`src/rtl/color_pkg.sv`:
```
// Shared colour-select definitions for the RGB LED path.
// Imported by sw_color_select and by the LED block that consumes `sel`.
//   color_sel_t  : 3-bit one-hot colour select (or all-zero for "off")
//   COLOR_*      : the four legal select values
//   is_one_hot() : true when a select value names exactly one colour
package color_pkg;

    typedef logic [2:0] color_sel_t;

    localparam color_sel_t COLOR_R   = 3'b001;
    localparam color_sel_t COLOR_G   = 3'b010;
    localparam color_sel_t COLOR_B   = 3'b100;
    localparam color_sel_t COLOR_OFF = 3'b000;

    function automatic logic is_one_hot(input color_sel_t v);
        return (v == COLOR_R) || (v == COLOR_G) || (v == COLOR_B);
    endfunction

endpackage

```
`src/rtl/sw_debounce.sv`:
```
// Single-bit switch conditioner: two-flop synchroniser followed by a
// debouncer that only accepts a new level after it has been seen for
// DEBOUNCE_CYCLES consecutive cycles.
// Ports:
//   clk      : rising-edge clock
//   rst_n    : synchronous active-low reset (clears sync, level and count)
//   sw_async : raw asynchronous switch level
//   sw_db    : debounced, synchronous switch level
module sw_debounce #(
    parameter int DEBOUNCE_CYCLES = 1_000_000,
    parameter int CNT_W           = $clog2(DEBOUNCE_CYCLES)
) (
    input  logic clk,
    input  logic rst_n,
    input  logic sw_async,
    output logic sw_db
);

    localparam logic [CNT_W-1:0] CNT_LAST = CNT_W'(DEBOUNCE_CYCLES - 1);

    logic             sync1_q, sync1_d;
    logic             sync2_q, sync2_d;
    logic             db_q, db_d;
    logic [CNT_W-1:0] cnt_q, cnt_d;

    always_comb begin
        sync1_d = sw_async;
        sync2_d = sync1_q;
        db_d    = db_q;
        cnt_d   = '0;
        // Any cycle where the synchronised level agrees with the accepted
        // level discards the partial count, so only an unbroken run of
        // DEBOUNCE_CYCLES mismatches is accepted.
        if (sync2_q != db_q) begin
            if (cnt_q == CNT_LAST) begin
                db_d  = sync2_q;
                cnt_d = '0;
            end else begin
                cnt_d = cnt_q + CNT_W'(1);
            end
        end
    end

    always_ff @(posedge clk) begin
        if (!rst_n) begin
            sync1_q <= 1'b0;
            sync2_q <= 1'b0;
            db_q    <= 1'b0;
            cnt_q   <= '0;
        end else begin
            sync1_q <= sync1_d;
            sync2_q <= sync2_d;
            db_q    <= db_d;
            cnt_q   <= cnt_d;
        end
    end

    assign sw_db = db_q;

endmodule

```
`src/rtl/sw_color_select.sv`:
```
// Colour-select conditioning for the RGB LED path. Each slide switch is
// synchronised and debounced independently; the debounced pattern is
// decoded to a one-hot colour select and registered, with a one-cycle
// strobe whenever the registered select changes.
// Build option: define SW_SELECT_STICKY_EN to hold the previous select
// when the debounced pattern is all-zero or multi-hot (otherwise those
// patterns decode to COLOR_OFF).
// Ports:
//   CLK100MHZ : 100 MHz board clock, rising edge
//   reset     : synchronous active-low reset
//   SW[2:0]   : raw asynchronous slide-switch levels
//   sel[2:0]  : registered colour select (001, 010, 100 or 000)
//   changed   : one-cycle pulse on the first cycle of a new sel value
module sw_color_select
    import color_pkg::*;
#(
    parameter int DEBOUNCE_CYCLES = 1_000_000,
    parameter int CNT_W           = $clog2(DEBOUNCE_CYCLES)
) (
    input  logic       CLK100MHZ,
    input  logic       reset,
    input  logic [2:0] SW,
    output logic [2:0] sel,
    output logic       changed
);

    color_sel_t db;
    color_sel_t next_sel;
    color_sel_t sel_q, sel_d;
    logic       changed_q, changed_d;

    for (genvar i = 0; i < 3; i++) begin : g_sw
        sw_debounce #(
            .DEBOUNCE_CYCLES(DEBOUNCE_CYCLES),
            .CNT_W          (CNT_W)
        ) u_debounce (
            .clk     (CLK100MHZ),
            .rst_n   (reset),
            .sw_async(SW[i]),
            .sw_db   (db[i])
        );
    end

    always_comb begin
        next_sel = COLOR_OFF;
        if (is_one_hot(db)) begin
            next_sel = db;
        end else begin
`ifdef SW_SELECT_STICKY_EN
            // Invalid patterns keep the last good colour, so no strobe.
            next_sel = sel_q;
`else
            next_sel = COLOR_OFF;
`endif
        end
        sel_d     = next_sel;
        changed_d = (next_sel != sel_q);
    end

    always_ff @(posedge CLK100MHZ) begin
        if (!reset) begin
            sel_q     <= COLOR_OFF;
            changed_q <= 1'b0;
        end else begin
            sel_q     <= sel_d;
            changed_q <= changed_d;
        end
    end

    assign sel     = sel_q;
    assign changed = changed_q;

endmodule

```
`config.mk`:
```
export PLATFORM = sky130hd
export DESIGN_NAME = sw_color_select
export DESIGN_NICKNAME = d
export VERILOG_FILES = /design/src/rtl/color_pkg.sv /design/src/rtl/sw_debounce.sv /design/src/rtl/sw_color_select.sv
export SDC_FILE = /design/constraint.sdc
export NUM_CORES = 1
export LEC_CHECK = 0
export BUFFER_PORTS_ARGS = -buffer_cell sky130_fd_sc_hd__clkbuf_2
export CAP_MARGIN = 30
export CORE_MARGIN = 2
export CORE_UTILIZATION = 50
export CTS_BUF_LIST = sky130_fd_sc_hd__clkbuf_8
export DETAILED_ROUTE_END_ITERATION = 12
export GPL_ROUTABILITY_DRIVEN = 0
export PLACE_DENSITY = 0.68
export SLEW_MARGIN = 0
export SYNTH_ARGS = -nofsm -noshare
export SYNTH_HDL_FRONTEND = slang
export SYNTH_SLANG_ARGS = --single-unit
```
`constraint.sdc`:
```
create_clock -name CLK100MHZ -period 2.5 [get_ports CLK100MHZ]
set_clock_uncertainty 0.15 [all_clocks]
set_input_delay 0.5 -clock CLK100MHZ [delete_from_list [all_inputs] [get_ports CLK100MHZ]]
set_output_delay 0.5 -clock CLK100MHZ [all_outputs]
set_load 0.01 [all_outputs]
```
Yosys cells after proc, flatten, opt, wreduce, memory -nomap -nowiden
Cells that the tools add are included.
- flip-flop bits (word level): 73
- latch bits: 0
- memory bits (writable): 0
- ROM bits: 0
- input bits: 5
- output and inout bits: 4
- word-level logic and storage cells: 40
- memories kept: 0
- add/subtract/negate cells: 3
- multiply operators: 0
- div/mod/pow operators: 0
- magnitude comparators: 0
- eq/ne operators: 10
- shifts and indexed selects: 0
- mux-type cells: 1
- bitwise logic cells: 4
- reduce and logical (&&, ||, !) cells: 8
- operators by type and width (kind ; number):
    $add A20 B1 Y20 const B ; 3
    $eq A20 B20 Y1 const B ; 3
    $reduce_or A3 Y1 ; 3
    $reduce_and A2 Y1 ; 3
    $not A1 Y1 ; 4
    $eq A3 B1 Y1 const B ; 1
    $eq A3 B2 Y1 const B ; 1
    $eq A3 B3 Y1 const B ; 1
    $mux W3 ; 1
    $ne A1 B1 Y1 ; 3
    $ne A3 B3 Y1 ; 1
    $logic_or A1 B1 Y1 ; 2

Depth between registers and ports, before layout
- depth after elaboration: 5
- gate-level depth with buffers: 7
- mapped depth without buffers: 5

Hierarchy
A second synthesis with hierarchy kept.
- cell total of the unflattened synthesis: 356
- area, all modules: 3189.3 um^2
- modules (own cells, without submodules) (module ; instances ; cells each ; area an instance (um^2) ; seq. area each (um^2)):
    sw_debounce ; 3 ; 112 ; 998.5 ; 460.4
    sw_color_select ; 1 ; 20 ; 193.9 ; 80.1

Least setup slack after synthesis
OpenSTA, ideal clock, no wires.
- kind: register -> register
- start point: reg g_sw[0].u_debounce.cnt_q[0]
- end point: reg g_sw[0].u_debounce.cnt_q[18]
- library setup time: 0.070 ns
- arrival: 1.877 ns
- data required time: 2.280 ns
- path slack: 0.402 ns
- cell stages (with the launch flop): 7
- buffers on the path: 1
- clock period less this slack: 2.098 ns
- cell sequence: dfxtp_1 > ha_1 > nand2_1 > or4_1 > clkbuf_2 > or4_1 > a21oi_1
- cells in the longest elaborated chain, start to end: 2
- elaborated cells between the ends (all ways): 3
- those cells by class: 1 x add/sub; 1 x eq/ne; 1 x reduce/logical
- ends and longest elaborated chain (element ; line ; source):
    start, declared ; sw_debounce.sv:24 ; logic [CNT_W-1:0] cnt_q, cnt_d;
    start signal, assigned ; sw_debounce.sv:54 ; cnt_q <= cnt_d;
    parallel branches: the longest is 2 deep, another holds $add A20 B1 Y20 ; n/a ;
Several ways; the timed one is not identified.
A chain may end at the register's enable or synchronous reset.

Final worst setup path
Ends and elaborated chain as after synthesis.

==> impl_metrics.json <==
{
  "fin_crit_sh_pct": 89.04,
  "synth_edf_count": 0,
  "syn_inst": 364,
  "cts_tree": "done",
  "yosysSeqAreaShare_pct": 45.89,
  "syn-cell-area_um2": 3184,
  "multi_input_area_um2": 1622,
  "hp-class": "primary input to flop",
  "critPathMaxStageDelay_ps": 630,
  "postSynthAreaPerCell_um2": 8.748,
  "fp.dieH_um": 83.81,
  "die_area_um2": 7023,
  "power_frac_comb_pct": 1.1,
  "ys_warn_count": 0,
  "drc_errors": 0,
  "setup_ws_ps": 274.1,
  "cp.required_ps": 2620,
  "cp-end-kind": "flop",
  "grt_start_max_net_pins": 21,
  "regArea_um2": 1461,
  "synth-seq-cells": 73,
  "cts-buffers-inserted": 9,
  "htree_levels": 3,
  "worstPathArrival_ps": 2350,
  "tns_ps": 0,
  "min_from": "SW[2]",
  "vias": 2492,
  "layout.nets": 381,
  "wl_mm": 5.775,
  "fp-row-count": 29,
  "grt_pass1_vias": 2208,
  "reg2reg_slack_ps": 270,
  "startpoint_type": "flop",
  "clk_latency_ps": 340,
  "port_buffers": 8,
  "finalMaxSlewViolations": 0,
  "cp_cell_sequence": "ha_1 > nand2_1 > or4_1 > or4_1 > a21oi_1",
  "cts-root-buf": "clkbuf_8",
  "hold_violations": 0,
  "total_switching_power_w": 0.0004391,
  "post-route-util_pct": 56.40,
  "routedWlPerCell_um": 12.69,
  "cts.sinks": 73,
  "p_sw_share_pct": 19.70,
  "tightest_slew_ps": 427.8,
  "async_reset_ff_share_pct": 0,
  "p_total_w": 0.002229,
  "crit_start": "g_sw[0].u_debounce.cnt_q[0]",
  "ir_drop_uv": 377.1,
  "outcome": "finished clean",
  "gr-total-overflow": 0,
  "antenna_found_initial": 0,
  "cap_violations": 0,
  "synthFlopType": "dfxtp_1",
  "setup_viol": 0,
  "max-slew-margin-rel_pct": 70.74,
  "fmax_mhz": 449.3,
  "drive_above_1_share_pct": 9.259,
  "crit_slowest_cell": "or4_1",
  "post_cts_resized": 0,
  "clkPwrFrac_pct": 46.4,
  "path_max_fanout": 7,
  "drt-pass1-iter-count": 4,
  "grt_pass1_wl_mm": 9.977,
  "num_antenna_cells": 0,
  "place_hpwl_mm": 3.881,
  "power.density_nw_per_um2": 633.2,
  "crit_top_cell": "or4_1",
  "cp_top_family": "simple AND/OR/NAND/NOR gates",
  "ys_types": 38,
  "viasPerCell": 5.477,
  "cts.clk_slew.worst_paths_ps": 80,
  "areaGrowthSynthToFinish_pct": 10.53,
  "criticalPathCategory": "flop to flop",
  "synthesis.nets": 372,
  "drt_iter0_drc": 115,
  "p_leak_nw": 1.116,
  "rsz0062_at_grt": "no",
  "grt_usage_pct": 17.30,
  "cp.buffers_inverters": 0,
  "core_area_um2": 6241,
  "nFillCells": 557,
  "ant_nets": 0,
  "ctsHoldBuffers": 0,
  "min_period_ps": 2226,
  "start_util_pct": 51.02,
  "dp_slack_ps": 281.0,
  "cts_setup_buffers": 0,
  "ios": 9,
  "clockBufferDepth": 2,
  "r2r_start": "g_sw[0].u_debounce.cnt_q[0]",
  "die_w_um": 83.81,
  "intPower_w": 0.001789,
  "seqPwrFrac_pct": 52.6
}
-- metrics by stage --
| step | hold slack (ps) | area, µm² | std cells |
|---|---|---|---|
| 5_1_grt | 213.0 | 3520 | 455 |
| 2_1_floorplan | 261.9 | 3184 | 364 |
| 6_report | 216.6 | 3520 | 455 |
| 4_1_cts | 201.4 | 3520 | 455 |
| 3_5_place_dp | 267.7 | 3291 | 439 |
| 3_3_place_gp | 269.5 | 3291 | 439 |
-- cells in the mapped netlist (all sizes together), types with 7 or more instances --
| library cell | instances | area, µm² |
|---|---|---|
| xor2 | 25 | 219.0 |
| inv | 13 | 48.80 |
| nor2 | 46 | 172.7 |
| o31ai | 8 | 60.06 |
| or4 | 12 | 93.84 |
| nand4 | 17 | 106.4 |
| a21oi | 22 | 110.1 |
| clkbuf | 11 | 42.54 |
| nand2 | 16 | 60.06 |
| and2 | 10 | 63.81 |
| and3 | 7 | 43.79 |
| dfxtp | 73 | 1461 |
| o21ai | 14 | 70.07 |
| or3 | 13 | 81.33 |
| nand3 | 25 | 130.1 |
| xnor2 | 13 | 113.9 |
-- layout make-up --
class | instances | share of cell area, %
inverters | 13 | 1.386
multi-input cells | 265 | 46.07
repair buffers | 11 | 1.777
clock inverters | 5 | 2.204
clock buffers | 11 | 4.301
flip-flops and latches | 73 | 41.52
well taps | 77 | 2.737
-- placed cells by master, fill, tap and decap left out, drive strengths merged --
cell type and instances:
dfxtp 73, o21a 1, o31ai 8, or3 13, nor4 6, nand3 25, nand4 17, and3 7
nor3 6, nor2 46, buf 3, clkinv 2, xnor2 13, bufinv 2, and2 10, or3b 1
or4b 1, nor4b 2, nand3b 1, o21ai 14, nor3b 2, inv 13, o211ai 3, xor2 25
and4 6, clkinvlp 1, a21oi 22, clkbuf 19, or4 12, nand2 16, ha 3, nor4bb 1
a2111oi 2, nand4b 1, or2 1
-- routing by layer --
| metal | share of wire (%) | global-route usage, % | wire length [µm] |
|---|---|---|---|
| met4 | 1.9 | 8.504 | 108 |
| met2 | 45 | 26.33 | 2590 |
| met5 | 0 | 0 | 0 |
| met3 | 2.3 | 3.363 | 131 |
| met1 | 51 | 23.53 | 2944 |
-- state kept, by name, indices dropped and copies added, names as in the netlist --
signal,flops
g_sw.u_debounce.cnt_q,60
sel,3
g_sw.u_debounce.sync2_q,3
changed,1
g_sw.u_debounce.sw_db,3
g_sw.u_debounce.sync1_q,3
-- power groups by stage --
stage                     logic (W)  registers [W]  clock network [W]
after floorplan           0.0000154        0.00120                  0
after global placement    0.0000237        0.00120                  0
after detailed placement  0.0000243        0.00120                  0
after CTS                 0.0000243        0.00117            0.00106
after global routing      0.0000271        0.00117            0.00111
final                     0.0000239        0.00117            0.00103
-- kinds of logic (layout without fill, tap and decap cells) --
family,after synthesis,count (layout),share of synthesized area [%]
fa+ha+maj,3,3,1.179
simple gates,174,174,30.10
xor+xnor,38,38,10.45
flops,73,73,45.89
buf+inv,26,40,3.183
compound gates,50,50,9.195
-- worst paths after layout --
path / endpoint / depth (start not counted)
max: g_sw[0].u_debounce.cnt_q[18] / 5
min: g_sw[2].u_debounce.sync1_q / 2
max reg2reg: g_sw[0].u_debounce.cnt_q[18] / 5
min reg2reg: g_sw[2].u_debounce.sync2_q / 1
Note: power is estimated with default switching activity, not from simulation.
